[src/rtl/digit_timer_n_if.sv]
// Control and status bundle of the multi-digit BCD countdown timer.
// The master side is the tick generator / controller; the slave side is the timer.
interface digit_timer_n_if #(
  parameter int NUM_DIGITS = 4
);
  logic                    reconfig;
  logic                    load;
  logic [4*NUM_DIGITS-1:0] load_val;
  logic                    tick;
  logic [4*NUM_DIGITS-1:0] count;
  logic                    zero;
  logic                    done;
  logic                    stall;

  modport master (
    output reconfig, load, load_val, tick,
    input  count, zero, done, stall
  );

  modport slave (
    input  reconfig, load, load_val, tick,
    output count, zero, done, stall
  );
endinterface

[src/rtl/digit_timer_n.sv]
// Multi-digit mixed-radix BCD countdown timer with load, auto-reload, done and stall pulses.
//   state      | meaning
//   ST_RUNNING | count != 0, ticks decrement with internal borrow
//   ST_EXPIRED | count == 0, ticks hold (stall) or restart from reload_q
module digit_timer_n #(
  parameter int                      NUM_DIGITS  = 4,
  parameter logic [4*NUM_DIGITS-1:0] DIGIT_MAX   = 16'h5959,
  parameter logic [4*NUM_DIGITS-1:0] RESET_VAL   = 16'h5959,
  parameter bit                      AUTO_RELOAD = 1'b0
) (
  input logic             clk,
  input logic             rst,
  digit_timer_n_if.slave  tif
);

  localparam int W = 4*NUM_DIGITS;

  typedef enum logic {ST_RUNNING, ST_EXPIRED} state_t;
  typedef enum logic [2:0] {OP_IDLE, OP_RECONFIG, OP_LOAD, OP_DEC, OP_AT_ZERO} op_t;

  logic [W-1:0] count_q, count_d;
  logic [W-1:0] reload_q, reload_d;
  logic [W-1:0] clamped;
  logic [W-1:0] decremented;
  logic         done_q, done_d;
  logic         stall_q, stall_d;
  state_t       state;
  op_t          op;

  always_comb begin
    state = (count_q == '0) ? ST_EXPIRED : ST_RUNNING;
  end

  // Out-of-range nibbles (including A-F) saturate to the digit's maximum.
  always_comb begin
    clamped = '0;
    for (int i = 0; i < NUM_DIGITS; i++) begin
      if (tif.load_val[4*i +: 4] > DIGIT_MAX[4*i +: 4])
        clamped[4*i +: 4] = DIGIT_MAX[4*i +: 4];
      else
        clamped[4*i +: 4] = tif.load_val[4*i +: 4];
    end
  end

  // Ripple borrow from digit 0 upward; zero digits wrap to their maximum.
  always_comb begin : dec_blk
    logic borrow;
    borrow      = 1'b1;
    decremented = count_q;
    for (int i = 0; i < NUM_DIGITS; i++) begin
      if (borrow) begin
        if (count_q[4*i +: 4] == 4'd0) begin
          decremented[4*i +: 4] = DIGIT_MAX[4*i +: 4];
        end else begin
          decremented[4*i +: 4] = count_q[4*i +: 4] - 4'd1;
          borrow                = 1'b0;
        end
      end
    end
  end

  always_comb begin
    op = OP_IDLE;
    if (tif.reconfig)
      op = OP_RECONFIG;
    else if (tif.load)
      op = OP_LOAD;
    else if (tif.tick)
      op = (state == ST_RUNNING) ? OP_DEC : OP_AT_ZERO;
  end

  always_comb begin
    count_d  = count_q;
    reload_d = reload_q;
    done_d   = 1'b0;
    stall_d  = 1'b0;
    case (op)
      OP_RECONFIG: count_d = reload_q;
      OP_LOAD: begin
        count_d  = clamped;
        reload_d = clamped;
      end
      OP_DEC: begin
        count_d = decremented;
        done_d  = (decremented == '0);
      end
      OP_AT_ZERO: begin
        if (AUTO_RELOAD)
          count_d = reload_q;
        else
          stall_d = 1'b1;
      end
      default: ;
    endcase
  end

  always_ff @(posedge clk or negedge rst) begin
    if (!rst) begin
      count_q  <= RESET_VAL;
      reload_q <= RESET_VAL;
      done_q   <= 1'b0;
      stall_q  <= 1'b0;
    end else begin
      count_q  <= count_d;
      reload_q <= reload_d;
      done_q   <= done_d;
      stall_q  <= stall_d;
    end
  end

  assign tif.count = count_q;
  assign tif.zero  = (state == ST_EXPIRED);
  assign tif.done  = done_q;
  assign tif.stall = stall_q;

endmodule

[src/flat_wrapper.sv]
// flat-port wrapper written by rule: the top's interface ports become plain ports
module digit_timer_n_flat 
#(
  parameter int                      NUM_DIGITS  = 4,
  parameter logic [4*NUM_DIGITS-1:0] DIGIT_MAX   = 16'h5959,
  parameter logic [4*NUM_DIGITS-1:0] RESET_VAL   = 16'h5959,
  parameter bit                      AUTO_RELOAD = 1'b0
)
  (clk, rst, tif_reconfig, tif_load, tif_load_val, tif_tick, tif_count, tif_zero, tif_done, tif_stall);
  digit_timer_n_if #(.NUM_DIGITS(NUM_DIGITS)) tif_i ();
  input logic clk;
  input logic rst;
  input wire logic [$bits(tif_i.reconfig)-1:0] tif_reconfig;
  input wire logic [$bits(tif_i.load)-1:0] tif_load;
  input wire logic [$bits(tif_i.load_val)-1:0] tif_load_val;
  input wire logic [$bits(tif_i.tick)-1:0] tif_tick;
  output wire logic [$bits(tif_i.count)-1:0] tif_count;
  output wire logic [$bits(tif_i.zero)-1:0] tif_zero;
  output wire logic [$bits(tif_i.done)-1:0] tif_done;
  output wire logic [$bits(tif_i.stall)-1:0] tif_stall;
  assign tif_i.reconfig = tif_reconfig;
  assign tif_i.load = tif_load;
  assign tif_i.load_val = tif_load_val;
  assign tif_i.tick = tif_tick;
  assign tif_count = tif_i.count;
  assign tif_zero = tif_i.zero;
  assign tif_done = tif_i.done;
  assign tif_stall = tif_i.stall;
  digit_timer_n #(.NUM_DIGITS(NUM_DIGITS), .DIGIT_MAX(DIGIT_MAX), .RESET_VAL(RESET_VAL), .AUTO_RELOAD(AUTO_RELOAD)) u_core (.clk(clk), .rst(rst), .tif(tif_i));
endmodule
[config.mk]
export PLATFORM = sky130hd
export DESIGN_NAME = digit_timer_n_flat
export DESIGN_NICKNAME = d
export VERILOG_FILES = /design/src/rtl/digit_timer_n_if.sv /design/src/rtl/digit_timer_n.sv /design/src/flat_wrapper.sv
export SDC_FILE = /design/constraint.sdc
export NUM_CORES = 1
export LEC_CHECK = 0
export ABC_CLOCK_PERIOD_IN_PS = 5000
export CORE_ASPECT_RATIO = 1.5
export CORE_MARGIN = 2
export CORE_UTILIZATION = 25
export CTS_CLUSTER_SIZE = 40
export DETAILED_ROUTE_END_ITERATION = 8
export HOLD_SLACK_MARGIN = 0.03
export REMOVE_ABC_BUFFERS = 1
export SYNTH_ARGS = -nofsm -noshare
export SYNTH_HDL_FRONTEND = slang
export SYNTH_SLANG_ARGS = --single-unit
[constraint.sdc]
create_clock -name clk -period 5 [get_ports clk]
set_input_delay 0.75 -clock clk [delete_from_list [all_inputs] [get_ports clk]]
set_output_delay 0.75 -clock clk [all_outputs]
set_load 0.05 [all_outputs]
* After elaboration in Yosys (flattened, before gate mapping)
Cells that the tools add are included.
** Storage, ports and cells
- Logic and storage cells :: 47
- Bits of input ports :: 21
- Flip-flop bits (word level) :: 34
** Cells by class
- Reduce and logical (&&, ||, !) cells :: 7
- Eq/ne operators :: 4
- $add $sub $neg :: 4
- Magnitude comparators :: 4
- Mux-type cells :: 24
** Operators with widths (number)
- 16-bit one-hot mux with 3 select lines :: 1
- 4-bit two-way mux :: 11
- 16-bit zero test :: 2
- 4-bit zero test :: 4
- 4-bit by 1-bit subtractor with 4-bit output (second input constant) :: 4
- 3-bit two-way mux :: 4
- 4-bit by 3-bit greater-than comparator with 1-bit output (second input constant) :: 2
- 4-bit greater-than comparator (second input constant) :: 2
- 1-bit two-way mux :: 8
- 3-bit by 2-bit equality test with 1-bit output (second input constant) :: 2
- 3-bit by 1-bit equality test with 1-bit output (second input constant) :: 1
- 3-bit equality test (second input constant) :: 1
- 3-bit nonzero test :: 1

* Longest topological paths before layout
- Depth after elaboration :: 8
- Mapped depth :: 9

* Worst setup path after synthesis
No wires, ideal clock.
- Path kind :: register -> output
- Start :: reg u_core.count_q[1] (netlist: u_core.tif.count[1])
- End :: out tif_zero
- Slack :: 1877 ps
- Buffers on the path :: 1
- Cell stages (with the launch flop) :: 7
- Arrival :: 2373 ps
- Required time :: 4250 ps
- Path through :: dfrtp_1 -> inv_1 -> ha_1 -> or4b_4 -> or4_1 -> buf_2 -> inv_1
** Between the ends
- Longest elaborated chain between the ends :: 2
** RTL lines
- from (decl) :: line digit_timer_n.sv:21 : logic [W-1:0] count_q, count_d;
- from (signal assigned) :: line digit_timer_n.sv:104 : count_q <= count_d;
- 16-bit zero test :: line digit_timer_n.sv:31 : state = (count_q == '0) ? ST_EXPIRED : ST_RUNNING;
- 1-bit two-way mux :: line digit_timer_n.sv:31
- to (decl) :: line flat_wrapper.sv:18 : output wire logic [$bits(tif_i.zero)-1:0] tif_zero;
Every way passes these cells.

* Worst setup path after layout
Same ends and word-level chain as after synthesis.

==> parameters.txt <==
Parameter                              Value

Logic synthesis
  Post-Synthesis Mean Instance Area    approximately 9.0 um2
  Flops & latches, synth    34
  Post-Syn Instances    about 210
  Most area-consuming cells after synthesis    sky130_fd_sc_hd__dfrtp_1, sky130_fd_sc_hd__dfstp_2, sky130_fd_sc_hd__nand2_1
  Number of enable-type register cells in the synthesized netlist    0
  Total standard cell area after synthesis    0.00192 mm2
  Leading area contributor after synthesis    sky130_fd_sc_hd__dfrtp_1
  Portion of synthesized cell area occupied by the leading cell type    between 20% and 30%
  Synth warn    0
  Top cell types by occurrence after synthesis    sky130_fd_sc_hd__nand2_1, sky130_fd_sc_hd__nor2_1, sky130_fd_sc_hd__dfrtp_1
  Ys async rst share    between 90% and 100%
  Unique masters post-synth    a little under 50
  Share of synthesized area occupied by flip-flops and latches    between 40% and 50%
  Most instantiated flip-flop cell in the synthesis netlist    sky130_fd_sc_hd__dfrtp_1
  Most instantiated library cell after synthesis    sky130_fd_sc_hd__nand2_1

Timing
  Number of pins with negative max-slew slack in the final report    0
  Max Clk Rate    between 200 and 300 MHz
  Final setup violation count    0
  Slew margin rel.    a little over a third
  Time the worst path needs with I/O delays and setup    3.96 ns
  Aggregate negative setup slack    0 ns
  Number of hold-slack violations in the final timing report    0
  RSZ-0062 raised after global routing    no
  Post-route clock period utilization    about four fifths
  Transition at the pin with the smallest max-transition slack    ~0.95 ns
  Worst setup skew after layout    ~0.0045 ns

Critical path
  Top delay family on crit path    simple AND/OR/NAND/NOR gates
  Register-to-register setup slack    ~2.1 ns
  Depth of the worst register-to-register path    6
  Critical register-to-register path endpoint    u_core.tif.count[2]
  Required arrival time at the worst endpoint    4.25 ns
  Endpoint type of the worst setup path    output port
  Kind of start point of the critical path    flip-flop
  Data arrival at the endpoint of the critical path    roughly 3.2 ns
  R2r startpoint    u_core.tif.count[1]
  CP dominant cell by count    sky130_fd_sc_hd__inv_1
  Category of the critical setup timing path    reg2out
  Biggest cell delay along the critical path    around 0.8 ns
  Slowest cell on crit path    sky130_fd_sc_hd__clkdlybuf4s50_1
  Buffering stage count on the worst path with inverters included    3
  Crit-path cells    inv_1, ha_1, or4b_4, or4_1, inv_1, clkdlybuf4s50_1
  Crit Path Max Fanout    11

Clock network
  CTS tree    built
  Clock root cell    sky130_fd_sc_hd__clkbuf_16
  Gates resized, CTS repair    0
  Clock latency of the later-clocked register in the worst-skew pair    0.28 ns
  Maximum level of the CTS H-tree    2
  Clock-pin slew reported for the worst setup and hold paths after clock tree synthesis    roughly 0.05 ns
  Number of hold buffers added after CTS    0
  Number of clock buffers inserted by TritonCTS    5
  CTS sink count    34
  Largest buffer count on any clock path    2
  Setup bufs post-CTS    0

Route
  Post-detailed-route DRC marker count    0
  Post-DR vias/cell    approximately 5
  Number of routed nets with antenna violations    0
  Initial DRT Pass Iterations    4
  Number of DRC violations after detailed-routing iteration 0    around 200
  Detailed-route via count    ~1800
  Final routed wire length divided by cell count    between 10 and 15 um
  Final wirelength    5.25 mm

Place
  Final weighted congestion in routability-driven placement    roughly 0.87
  Number of instances in the placed design    about 350
  Hpwl dp    between 3 and 4 mm
  Port Buffers    39

Pwr
  P per Cell Area    roughly 350 mW/mm2
  P_leak    between 0.001 and 0.0015 uW
  Worst supply voltage drop on vdd    139 uV

Worst hold path
  Worst min-delay path category    reg2reg
  Number of instances on the worst hold path    1
  Hold worst-path end    u_core.tif.count[15]
  Start point of the worst min-delay path    u_core.reload_q[15]

Floorplanning
  Core Box Area    0.00756 mm2
  Top-Level Pins    40
  Vertical die dimension    around 110 um
  Initial core utilization    between 20% and 30%
  Cell Rows    39
  Die ar.    approximately 0.0084 mm2
  Die width    between 70 and 80 um

Status
  Outcome    completed

Global route
  Initial antenna violation count    0
  First-pass GRT wire length    approximately 8.7 mm
  GRT Resource Usage Total    between 10% and 20%
  Via count of the first global-routing pass    ~1800
  Remaining global-route overflow    0
  Largest net degree at the start of global routing    35

Layout
  Share of cells above drive strength 1    11.6%
  Fin cells    around 350
  Final net count    about 270
  Antenna diode count    0
  Area growth from synthesis to layout    32.1%

Job
  Number of maximum-capacitance constraint violations    0
[cell usage in the layout, fill, tap and decap left out, types with 3 or more instances in the layout]
master and instances:
sky130_fd_sc_hd__a21o_1 6, sky130_fd_sc_hd__nor3_1 9, sky130_fd_sc_hd__ha_1 3, sky130_fd_sc_hd__o21a_1 3, sky130_fd_sc_hd__nor2_1 22, sky130_fd_sc_hd__a22o_1 4, sky130_fd_sc_hd__o22ai_1 3, sky130_fd_sc_hd__and2_1 3
sky130_fd_sc_hd__nand2_1 32, sky130_fd_sc_hd__nor2b_1 4, sky130_fd_sc_hd__o21ai_0 13, sky130_fd_sc_hd__clkdlybuf4s50_1 39, sky130_fd_sc_hd__inv_1 7, sky130_fd_sc_hd__dfstp_2 16, sky130_fd_sc_hd__or4_1 3, sky130_fd_sc_hd__clkbuf_16 5
sky130_fd_sc_hd__nor4_1 5, sky130_fd_sc_hd__nand3_1 7, sky130_fd_sc_hd__dfrtp_1 18, sky130_fd_sc_hd__a21oi_1 7, sky130_fd_sc_hd__o211ai_1 3
[state kept, by name, indices dropped and copies added, names as in the netlist]
signal	count
u_core.tif.stall	1
u_core.tif.count	16
u_core.tif.done	1
u_core.reload_q	16
[per-stage QoR]
step / hold slack (ns) / setup WS, ns / area, um2 / util, % / power [uW]
detailed placement: 0.465 / 1.33 / 2390 / 31.6 / 590
global route: 0.483 / 0.891 / 2540 / 33.6 / 935
global placement: 0.461 / 1.41 / 2390 / 31.6 / 588
finish: 0.471 / 1.04 / 2540 / 33.6 / 893
floorplan: 0.445 / 1.76 / 1870 / - / 498
CTS: 0.476 / 1.02 / 2540 / 33.6 / 901
[cells by family after synthesis]
family,Yosys count,share of synthesized area [%]
simple gates,96,24.1
flops,34,45.3
compound gates,60,22.8
mux,3,1.63
buf+inv,17,4.23
fa+ha+maj,3,1.95
[worst max-delay path by stage]
stage | end | slack, ns | from | cells past startpoint
2_1_floorplan | tif_zero | 1.76 | u_core.tif.count[1] | 5
3_3_place_gp | tif_zero | 1.41 | u_core.tif.count[1] | 6
3_5_place_dp | tif_zero | 1.33 | u_core.tif.count[1] | 6
4_1_cts | tif_zero | 1.02 | u_core.tif.count[1] | 6
5_1_grt | tif_zero | 0.89 | u_core.tif.count[1] | 6
6_report | tif_zero | 1.04 | u_core.tif.count[1] | 6
[per-layer routing]
| layer | global-route usage, % | up-vias | wire length (um) |
|---|---|---|---|
| met2 | 22.4 | 39 | 2750 |
| met3 | 2.35 | 12 | 154 |
| met1 | 16.7 | 846 | 2150 |
| li1 | - | 854 | - |
| met5 | 0 | - | 0 |
| met4 | 7.72 | 0 | 191 |
[report_power, final]
group,switching [uW],internal (uW)
Clock,109,198
Combinational,141,90.4
Sequential,35.5,319
[area by class of cell]
| cell class | instances | area [um2] |
|---|---|---|
| timing repair buffer | 40 | 398 |
| inverter | 7 | 26.3 |
| tap | 102 | 128 |
| sequential | 34 | 871 |
| multi-input combinational | 162 | 971 |
| clock buffer | 8 | 146 |
| fill | 792 | 5020 |
Power figures use the tool's default switching activity.
